File: src/rtl/sd_response_collector.sv
// sd_response_collector
//   Collects one SD-card SPI-mode command response (R1, R3/R7 or R1b) by
//   asking the SPI byte layer for 0xFF bytes one at a time and interpreting
//   what comes back.
//
// Handshake with the SPI byte layer:
//   byte_req is a one-cycle pulse asking for one byte. Exactly one request
//   is outstanding at a time. The layer answers with a one-cycle rx_valid
//   strobe carrying rx_byte. The next byte_req appears in the cycle after
//   that rx_valid. An rx_valid with no request outstanding is dropped.
//
// Ports:
//   clk, rst          rising-edge clock, synchronous active-high reset
//   start, resp_type  begin a capture; resp_type 0=R1 1=R3/R7 2=R1b 3=R1
//   rx_byte, rx_valid byte returned by the SPI layer
//   byte_req          request one byte from the SPI layer
//   busy              capture in progress (cycle after start until done)
//   done              one-cycle completion pulse
//   timeout           capture ended on a poll or busy limit
//   r1, payload       captured R1 byte and R3/R7 trailing word (MSB first)
//   r1_error          any error flag set in r1[6:1]
//   state_dbg         current FSM state, for observation only
module sd_response_collector #(
  parameter int MAX_POLL = 8,
  parameter int BUSY_MAX = 65535
) (
  input  logic        clk,
  input  logic        rst,
  input  logic        start,
  input  logic [1:0]  resp_type,
  input  logic [7:0]  rx_byte,
  input  logic        rx_valid,
  output logic        byte_req,
  output logic        busy,
  output logic        done,
  output logic        timeout,
  output logic [7:0]  r1,
  output logic [31:0] payload,
  output logic        r1_error,
  output logic [2:0]  state_dbg
);

  typedef enum logic [2:0] {
    S_IDLE     = 3'd0,
    S_POLL     = 3'd1,
    S_PAYLOAD  = 3'd2,
    S_BUSYWAIT = 3'd3,
    S_DONE     = 3'd4
  } state_e;

  typedef enum logic [1:0] {
    RT_R1  = 2'd0,
    RT_R7  = 2'd1,
    RT_R1B = 2'd2
  } rtype_e;

  // Counters hold values up to and including their limit.
  localparam int PW = $clog2(MAX_POLL + 1);
  localparam int BW = $clog2(BUSY_MAX + 1);
  localparam logic [PW-1:0] POLL_LAST = PW'(MAX_POLL - 1);
  localparam logic [BW-1:0] BUSY_LAST = BW'(BUSY_MAX - 1);

  state_e          state_q, state_d;
  rtype_e          rtype_q, rtype_d;
  logic [PW-1:0]   poll_cnt_q, poll_cnt_d;
  logic [BW-1:0]   busy_cnt_q, busy_cnt_d;
  logic [1:0]      pay_cnt_q, pay_cnt_d;
  logic            req_out_q, req_out_d;
  logic            byte_req_q, byte_req_d;
  logic            timeout_q, timeout_d;
  logic [7:0]      r1_q, r1_d;
  logic [31:0]     payload_q, payload_d;
  logic            accept;

  // A returned byte only counts while a request is outstanding.
  assign accept = rx_valid && req_out_q;

  always_comb begin
    state_d    = state_q;
    rtype_d    = rtype_q;
    poll_cnt_d = poll_cnt_q;
    busy_cnt_d = busy_cnt_q;
    pay_cnt_d  = pay_cnt_q;
    req_out_d  = req_out_q;
    byte_req_d = 1'b0;
    timeout_d  = timeout_q;
    r1_d       = r1_q;
    payload_d  = payload_q;

    case (state_q)
      S_IDLE: begin
        if (start) begin
          case (resp_type)
            2'd1:    rtype_d = RT_R7;
            2'd2:    rtype_d = RT_R1B;
            default: rtype_d = RT_R1;
          endcase
          r1_d       = 8'h00;
          payload_d  = 32'h0;
          timeout_d  = 1'b0;
          poll_cnt_d = '0;
          busy_cnt_d = '0;
          pay_cnt_d  = '0;
          state_d    = S_POLL;
          byte_req_d = 1'b1;
          req_out_d  = 1'b1;
        end
      end

      S_POLL: begin
        if (accept) begin
          req_out_d = 1'b0;
          if (rx_byte[7]) begin
            // Bus still idle (0xFF-like): keep polling up to the Ncr limit.
            poll_cnt_d = poll_cnt_q + 1'b1;
            if (poll_cnt_q == POLL_LAST) begin
              r1_d      = 8'hFF;
              timeout_d = 1'b1;
              state_d   = S_DONE;
            end else begin
              byte_req_d = 1'b1;
              req_out_d  = 1'b1;
            end
          end else begin
            r1_d = rx_byte;
            case (rtype_q)
              RT_R7: begin
                // Illegal-command bit: the card sends R1 only.
                if (rx_byte[2]) begin
                  state_d = S_DONE;
                end else begin
                  state_d    = S_PAYLOAD;
                  byte_req_d = 1'b1;
                  req_out_d  = 1'b1;
                end
              end
              RT_R1B: begin
                state_d    = S_BUSYWAIT;
                byte_req_d = 1'b1;
                req_out_d  = 1'b1;
              end
              default: state_d = S_DONE;
            endcase
          end
        end
      end

      S_PAYLOAD: begin
        if (accept) begin
          req_out_d = 1'b0;
          payload_d = {payload_q[23:0], rx_byte};
          if (pay_cnt_q == 2'd3) begin
            state_d = S_DONE;
          end else begin
            pay_cnt_d  = pay_cnt_q + 1'b1;
            byte_req_d = 1'b1;
            req_out_d  = 1'b1;
          end
        end
      end

      S_BUSYWAIT: begin
        if (accept) begin
          req_out_d = 1'b0;
          if (rx_byte != 8'h00) begin
            state_d = S_DONE;
          end else begin
            busy_cnt_d = busy_cnt_q + 1'b1;
            if (busy_cnt_q == BUSY_LAST) begin
              timeout_d = 1'b1;
              state_d   = S_DONE;
            end else begin
              byte_req_d = 1'b1;
              req_out_d  = 1'b1;
            end
          end
        end
      end

      S_DONE: begin
        state_d = S_IDLE;
      end

      default: state_d = S_IDLE;
    endcase
  end

  always_ff @(posedge clk) begin
    if (rst) begin
      state_q    <= S_IDLE;
      rtype_q    <= RT_R1;
      poll_cnt_q <= '0;
      busy_cnt_q <= '0;
      pay_cnt_q  <= '0;
      req_out_q  <= 1'b0;
      byte_req_q <= 1'b0;
      timeout_q  <= 1'b0;
      r1_q       <= 8'h00;
      payload_q  <= 32'h0;
    end else begin
      state_q    <= state_d;
      rtype_q    <= rtype_d;
      poll_cnt_q <= poll_cnt_d;
      busy_cnt_q <= busy_cnt_d;
      pay_cnt_q  <= pay_cnt_d;
      req_out_q  <= req_out_d;
      byte_req_q <= byte_req_d;
      timeout_q  <= timeout_d;
      r1_q       <= r1_d;
      payload_q  <= payload_d;
    end
  end

  assign byte_req  = byte_req_q;
  assign busy      = (state_q != S_IDLE) && (state_q != S_DONE);
  assign done      = (state_q == S_DONE);
  assign timeout   = timeout_q;
  assign r1        = r1_q;
  assign payload   = payload_q;
  assign r1_error  = |r1_q[6:1];
  assign state_dbg = state_q;

endmodule

File: config.mk
export PLATFORM = sky130hd
export DESIGN_NAME = sd_response_collector
export DESIGN_NICKNAME = d
export VERILOG_FILES = /design/src/rtl/sd_response_collector.sv
export SDC_FILE = /design/constraint.sdc
export NUM_CORES = 1
export LEC_CHECK = 0
export CORE_MARGIN = 2
export CORE_UTILIZATION = 56
export CTS_CLUSTER_SIZE = 14
export DETAILED_ROUTE_END_ITERATION = 8
export PLACE_DENSITY = 0.85
export REMOVE_ABC_BUFFERS = 1
export SLEW_MARGIN = 10
export SYNTH_ARGS = -nofsm -noshare
export SYNTH_HDL_FRONTEND = slang
export SYNTH_SLANG_ARGS = --single-unit
File: constraint.sdc
create_clock -name clk -period 3.17 [get_ports clk]
set_input_delay 0.317 -clock clk [delete_from_list [all_inputs] [get_ports clk]]
set_output_delay 0.317 -clock clk [all_outputs]
set_load 0.02 [all_outputs]
==> results of run 1 <==
where the power goes:
| group | total (uW) | leakage [uW] | internal (uW) | switching [uW] |
|---|---|---|---|---|
| registers | 951 | 0.000566 | 918 | 33.6 |
| logic | 605 | 0.000701 | 230 | 376 |
| clock network | 736 | 0.0000966 | 369 | 368 |
| total | 2290 | 0.00136 | 1520 | 777 |
routing by layer:
metal | vias up | track usage (%) | wire length (microns)
li1 | 1544 | - | -
met1 | 1572 | 35.2 | 3750
met2 | 132 | 44.2 | 4280
met3 | 17 | 6.81 | 487
met4 | 0 | 10.2 | 129
met5 | - | 0 | 0
cell usage in the layout, fill, tap and decap left out, drive strengths merged, types with 4 or more instances in the layout:
master | synthesis | layout
a2111oi | 4 | 4
a211oi | 9 | 9
clkinv | 0 | 4
inv | 10 | 10
nor2 | 14 | 14
nor2b | 5 | 5
nand3 | 42 | 42
ha | 6 | 6
o211ai | 6 | 6
mux2i | 10 | 10
buf | 12 | 10
clkdlybuf4s50 | 0 | 60
or3 | 7 | 7
clkbuf | 16 | 10
dfxtp | 70 | 70
o21ai | 4 | 4
nand4 | 7 | 7
a21oi | 56 | 56
nand2 | 61 | 61
nor3 | 9 | 9
and3 | 4 | 4
cell usage after synthesis, drive strengths merged, types with 4 or more instances:
library cell	count	area, sq um
o211ai	6	50.1
a211oi	9	67.6
buf	12	82.6
inv	10	37.5
dfxtp	70	1400
nor2	14	52.6
mux2i	10	100
o21ai	4	23.8
clkbuf	16	60.1
nand4	7	50.1
nand3	42	210
or3	7	43.8
a21oi	56	280
nand2	61	231
nor3	9	45.0
nor2b	5	31.3
ha	6	75.1
and3	4	25.0
a2111oi	4	85.1
metrics by stage:
step                      util (%)  cells  power (uW)  hold slack (ps)  setup WS (ps)
after floorplan                  -    371        1310              386            120
after global placement        68.2    516        1560              439            656
after detailed placement      68.2    516        1570              448            611
after CTS                     71.6    532        2290              460            901
after global routing          71.6    532        2390              472            678
final                         71.6    532        2290              456            883
area by class of cell:
cell class | instances | area (sq um)
tap | 75 | 93.8
fill | 449 | 1670
inverter | 10 | 37.5
clock buffer | 10 | 128
timing repair buffer | 70 | 673
clock inverter | 6 | 72.6
multi-input combinational | 291 | 1810
sequential | 70 | 1400
kinds of logic (layout without fill, tap and decap cells):
group                      Yosys count  in the layout  synth area share, %
muxes                               13             13                 3.96
AOI/OAI and AO/OA                   95             95                 19.0
and+or+nand+nor                    174            174                 27.2
DFF                                 70             70                 41.5
adders and majority gates            6              6                 2.22
xor gates and xnor gates             3              3                0.778
buffers and inverters               38             96                 5.33
path summary, 6_finish.rpt:
| path | startpoint | endpoint | slack (ps) |
|---|---|---|---|
| max | state_dbg[1]$_SDFFE_PP0P_ | busy_cnt_q[10]$_SDFFE_PP0P_ | 880 |
| min | payload[27]$_SDFFE_PP0P_ | payload[27]$_SDFFE_PP0P_ | 460 |
| min reg2reg | payload[27]$_SDFFE_PP0P_ | payload[27]$_SDFFE_PP0P_ | 460 |
| max reg2reg | state_dbg[1]$_SDFFE_PP0P_ | busy_cnt_q[10]$_SDFFE_PP0P_ | 880 |
registers in the layout, indices dropped and copies added (netlist names):
| register | cells |
|---|---|
| pay_cnt_q | 2 |
| payload | 32 |
| state_dbg | 3 |
| busy_cnt_q | 16 |
| byte_req | 1 |
| r1 | 8 |
| poll_cnt_q | 4 |
| timeout | 1 |
| rtype_q | 2 |
| req_out_q | 1 |
tightest hold or removal path, cell delays in order, from the launching register on:
cell	delay, ps
dfxtp_1	310
nand2_1	50
a21oi_1	50
==> out/qor.yml, run 1 <==
die-area_sq_mm: 0.00667
grt_max_degree: 37
syn-cell-area_sq_mm: 0.00338
finalMaxSlewViolations: 0
grt-ovfl-total: 0
ir_drop_mv: 0.362
reg2reg_depth: 4
crit_path_start_kind: "flop"
drtPass1Iterations: 5
hpwl_microns: 5910
route.vias.total: 3265
diodes: 0
clkSinkCount: 70
die_h_microns: 81.7
portBuffers: 61
crit_family: "simple AND/OR/NAND/NOR gates"
maxSlewHeadroom_pct: 46.3
max_cap_viol_count: 0
drc: 0
synth_ff_type: "dfxtp_1"
grt_pass1_vias: 2984
rsz0062_at_grt: "false"
post_cts_buffers: 0
arrival_ps: 2570
antenna_left: 0
clkTransAtPathRegs_ps: 80
seq_area_frac_synth_pct: 41.5
cts_hold_buf: 0
ys_types: 55
clock.fmax_ghz: 0.437
design_area_sq_mm: 0.00421
fp.coreArea_sq_mm: 0.00589
dieWidth_microns: 81.7
worst-path-buf-inv: 0
cts_tree: "done"
grt_pass1_wl_microns: 14000
critical_path.cell_chain: "nor4b_4 -> nand4_2 -> or4_1 -> a21oi_1"
max_stage_delay_ps: 640
drive_above_1_share_pct: 10.3
synthToLayoutAreaGrowth_pct: 24.7
skew_ps: 8.40
finalCritPeriodShare_pct: 72.1
fin_crit_ps: 2290
avgSynthCellArea_sq_um: 8.47
critPathRequiredTime_ps: 3450
outcome: "completed"
clk_latency_ps: 360
cts-root-buf: "clkbuf_8"
yosys_warnings: 0
ys_async_sr_fraction_pct: 0
num_rows: 28
place.gp.congestion: 0.891
finalHoldViolations: 0
synth_cells: 399
grt_use_total_pct: 27.2
routed_wl_microns: 8650
synth_enable_flop_cells: 0
dpl_cell_area_sq_mm: 0.00401
whs_path_depth: 2
clk_path_buf_depth: 2
nets: 472
numCtsBuffers: 9
cts.repair.resized: 0
crit_fanout: 14
p_leak_uw: 0.00136
cp.depth: 4
p_per_area_mw_per_mm2: 544
ios: 62
avgViaCountPerCell: 6.14
worst_pin_slew_ps: 799
hp-class: "flop to flop"
start_util_pct: 57.4
drt_iter0_markers: 186
setup_viol: 0
worstSetupEndpointType: "flop"
critPathKind: "flop to flop"
wl_per_cell_microns: 16.3
antenna_found_initial: 0
fin_setup_tns_ps: 0
synth-seq-cells: 70
slowest_stage: "or4_1"
cts_max_level: 3
Power figures use the tool's default switching activity.
==> inputs of run 2 (changes only) <==
CORE_UTILIZATION = 52   (was 56)
PLACE_DENSITY = 0.79   (was 0.85)
clock period = 2.14 ns   (was 3.17 ns; I/O delays follow)
==> run 2 against run 1 <==
Effect of this change: final cell count grew 4.5%; flip-flop and latch count unchanged; clock power increased by 63%; clock skew fell by 2.2 ps.
==> out/qor.yml, run 2 (synthesis results as in run 1) <==
cts.repair.resized: 0
instances_no_fill: 556
power_uw: 3570
wl_per_cell_microns: 15.9
grt_max_degree: 49
arrival_ps: 1850
drive_above_1_share_pct: 14.6
slowest_stage: "clkdlybuf4s50_1"
portBuffers: 61
rsz0062_at_grt: "false"
worst_pin_slew_ps: 834
grt_pass1_vias: 3008
drt_iter0_markers: 168
grt_use_total_pct: 25.1
startpoint: "state_dbg[0]$_SDFFE_PP0P_"
ir_drop_mv: 0.634
skew_ps: 6.21
multi_input_area_sq_mm: 0.00181
max_stage_delay_ps: 600
holdCritStartpoint: "rst"
crit_fanout: 8
p_leak_uw: 0.00149
cts-root-buf: "clkbuf_8"
die_h_microns: 84.6
route.vias.total: 3191
grt_pass1_wl_microns: 14500
drtPass1Iterations: 4
met3_usage_pct: 3.24
clkSinkCount: 70
synthToLayoutAreaGrowth_pct: 31.1
routed_wl_microns: 8830
setup_viol: 0
busiest_layer: "met2"
final_common_cell: "dfxtp_1"
die-area_sq_mm: 0.00716
largest_register_ffs: 32
antenna_found_initial: 0
finalMaxSlewViolations: 0
clkTransAtPathRegs_ps: 70
cts_hold_buf: 0
fin_crit_ps: 2060
crit_path_start_kind: "flop"
num_rows: 29
nets: 494
worstSetupEndpointType: "primary output"
grt_use_met2_pct: 41.0
clock.fmax_ghz: 0.485
avgViaCountPerCell: 5.74
worst-path-buf-inv: 2
cts_max_level: 3
dp_cells: 540
seq_area_sq_mm: 0.00140
critPathRequiredTime_ps: 1930
finalHoldViolations: 0
maxSlewHeadroom_pct: 44.2
mostFrequentLayoutCells: "69 x dfxtp_1, 60 x nand2_1, 60 x clkdlybuf4s50_1"
clk_path_buf_depth: 2
place.gp.congestion: 0.888
hp-class: "primary input to flop"
p_per_area_mw_per_mm2: 807
clk_latency_ps: 350
fillCellCount: 517
fin_hold_ws_ps: 242
fp.coreArea_sq_mm: 0.00631
crit_family: "buffers and inverters"
critPathKind: "flop to primary output"
diodes: 0
finalCritPeriodShare_pct: 96.4
outcome: "completed"
grt-ovfl-total: 0
drc: 0
use_met1_pct: 32.6
antenna_left: 0
cts_tree: "done"
hpwl_microns: 6320
ios: 62
numCtsBuffers: 9
start_util_pct: 53.5
dieWidth_microns: 84.6
r2r_start: "state_dbg[1]$_SDFFE_PP0P_"
critical_path.cell_chain: "buf_4 -> or2_2 -> nor2_1 -> clkdlybuf4s50_1"
post_cts_buffers: 0
max_cap_viol_count: 0
run 2: cell types whose count changed in the layout (fill, tap and decap cells not counted), sizes merged:
cell    change
buf        +22
clkinv      -2
bufinv      +1
inv         +1
run 2: worst register-to-register path, delay by kind of cell (launching register included):
kind	cells	cell delay, ps
buffers and inverters	1	200
and+or+nand+nor	1	430
muxes	1	370
DFF	1	550
AOI/OAI and AO/OA	2	330
run 2: path summary, 6_finish.rpt:
| path | to | slack, ps | cells past startpoint |
|---|---|---|---|
| worst min register to register | payload[31]$_SDFFE_PP0P_ | 450 | 2 |
| worst max-delay path | done | 80 | 4 |
| worst min-delay path | pay_cnt_q[0]$_SDFFE_PP0P_ | 240 | 2 |
| worst max register to register | state_dbg[1]$_SDFFE_PP0P_ | 150 | 5 |
run 2: cell type report:
| class | instances | share of cell area, % |
|---|---|---|
| Multi-Input combinational cell | 291 | 40.8 |
| Sequential cell | 70 | 31.7 |
| Timing Repair Buffer | 92 | 19.5 |
| Clock buffer | 10 | 2.88 |
| Tap cell | 77 | 2.18 |
| Clock inverter | 6 | 2.12 |
| Inverter | 10 | 0.847 |
run 2: power breakdown:
part | internal (uW) | total, uW | switching [uW]
Clock | 665 | 1200 | 531
Sequential | 1360 | 1420 | 55.8
Combinational | 397 | 962 | 565
Total | 2420 | 3570 | 1150
run 2: layer usage:
metal,vias to the layer above,share of wire [%]
li1,1588,-
met1,1490,45
met2,92,48
met3,21,3.6
met4,0,2.8
met5,-,0
run 2: metrics by stage:
step	setup WS, ps	util, %	TNS, ps	cell area [sq um]
floorplan	-910	-	-29340	3240
global placement	53.4	66.6	0	4210
detailed placement	2.85	66.6	0	4210
CTS	57.9	70.1	0	4430
global route	20.8	70.2	0	4430
finish	77.2	70.2	0	4430
==> inputs of run 3 (changes only) <==
CORE_ASPECT_RATIO = 1.5   (was unset)
==> run 3 against run 2 <==
Effect of this change: register-to-register slack better by 50 ps; highest routed layer unchanged; critical path depth down 1; largest cell class unchanged; die area up 0.19%.
==> out/qor.yml, run 3 (synthesis results as in run 1) <==
outcome: "completed"
maxSlewHeadroom_pct: 44.0
max_stage_delay_ps: 540
fin_hold_ws_ps: 258
setup_viol: 0
share_comb_of_total_power_pct: 28.1
fin_crit_ps: 1950
crit_family: "buffers and inverters"
nets: 490
hp-class: "primary input to flop"
skew_ps: 7.96
worst_pin_slew_ps: 838
worstSetupEndpointType: "primary output"
critical_path.cell_chain: "buf_4 -> or2_2 -> clkdlybuf4s50_1"
cts_tree: "done"
hpwl_microns: 6360
place.gp.congestion: 0.874
fin_util_pct: 69.1
ir_drop_mv: 0.585
clk_latency_ps: 350
wl_per_cell_microns: 16.0
p_switching_uw: 1140
grt_pass1_wl_microns: 14300
post_cts_buffers: 0
clkTransAtPathRegs_ps: 70
antenna_found_initial: 0
arrival_ps: 1740
worst-path-buf-inv: 2
synthToLayoutAreaGrowth_pct: 30.7
finalHoldViolations: 0
rsz0062_at_grt: "false"
numCtsBuffers: 9
finalCritPeriodShare_pct: 91.1
cts_hold_buf: 0
start_util_pct: 52.8
critPathKind: "flop to primary output"
clkSinkCount: 70
ios: 62
fp.coreArea_sq_mm: 0.00640
clock.fmax_ghz: 0.513
portBuffers: 61
drive_above_1_share_pct: 14.1
grt_max_degree: 55
fin_setup_tns_ps: 0
final_common_cell: "dfxtp_1"
largest_register_ffs: 32
mostFrequentLayoutCells: "68 x dfxtp_1, 60 x nand2_1, 59 x clkdlybuf4s50_1"
multi_input_area_sq_mm: 0.00181
die_h_microns: 103
antenna_left: 0
grt_pass1_vias: 3087
dieWidth_microns: 69.8
routed_wl_microns: 8800
drc: 0
drtPass1Iterations: 4
p_leak_uw: 0.00150
pwr-share-clk_pct: 32.2
swShare_pct: 31.8
die-area_sq_mm: 0.00717
drt_iter0_markers: 177
clk_path_buf_depth: 2
p_int_uw: 2450
crit_path_start_kind: "flop"
sequentialPowerShare_pct: 39.7
fillCellCount: 532
power_uw: 3590
crit_fanout: 9
grt_use_total_pct: 24.9
max_cap_viol_count: 0
num_rows: 36
seq_area_sq_mm: 0.00140
critPathRequiredTime_ps: 1930
route.vias.total: 3238
p_per_area_mw_per_mm2: 812
finalMaxSlewViolations: 0
avgViaCountPerCell: 5.89
grt-ovfl-total: 0
diodes: 0
cts_max_level: 3
slowest_stage: "clkdlybuf4s50_1"
cts-root-buf: "clkbuf_8"
## run 3: cell types whose count changed in the layout (fill, tap and decap cells not counted)
cell             before  now
buf_12                2    4
buf_4                29   23
clkbuf_1              1    0
clkdlybuf4s50_1      60   59
clkinv_2              0    2
clkinvlp_4            1    0
dfxtp_1              69   68
dfxtp_2               1    2
dlymetal6s2s_1        0    1
inv_6                 1    0
## run 3: worst paths after layout
check                                 start                          end  slack (ps)  cells past startpoint
setup reg to reg  state_dbg[0]$_SDFFE_PP0P_   busy_cnt_q[7]$_SDFFE_PP0P_         200                      5
hold / removal                          rst  busy_cnt_q[13]$_SDFFE_PP0P_         260                      3
setup / recovery  state_dbg[0]$_SDFFE_PP0P_                         busy         190                      3
hold reg to reg    payload[25]$_SDFFE_PP0P_     payload[25]$_SDFFE_PP0P_         450                      2
## run 3: what timing repair did
item	in CTS	in global routing
endpoints found under the setup margin	1	3
resized for setup	1	2
endpoints found under the hold margin	0	0
pin swaps	0	0
cloned	0	0
## run 3: tightest hold or removal path: cells and delay by family
family                 cells  cell delay, ps
buffers and inverters      1             170
AND/OR/NAND/NOR            1             130
multiplexers               1              50
## run 3: power groups by stage
stage                     logic [uW]  clock network, uW  registers (uW)
after global routing            1080               1220            1430
final                           1010               1160            1420
after CTS                       1010               1170            1420
after global placement           988                  0            1450
after floorplan                  433                  0            1510
after detailed placement        1000                  0            1450
## run 3: cell type report
type / instances / area share, %
well taps: 76 / 2.15
multi-input cells: 291 / 40.9
inverters: 10 / 0.850
clock buffers: 9 / 2.80
clock inverters: 6 / 1.98
flip-flops and latches: 70 / 31.8
repair buffers: 88 / 19.5
## run 3: layer usage
metal	up-vias	global-route usage, %	part of all wire, %	wire length (microns)
li1	1583	-	-	-
met1	1545	28.3	40	3510
met2	94	44.4	53	4680
met3	16	5.87	4.3	379
met4	0	11.4	2.6	231
met5	-	0	0	0
## run 3: stage by stage
stage	cells	instance area, sq um	worst slack, ps
5_1_grt	550	4420	72.1
6_report	550	4420	190
4_1_cts	550	4410	22.3
3_3_place_gp	535	4200	16.9
3_5_place_dp	535	4200	-8.80
2_1_floorplan	371	3240	-910
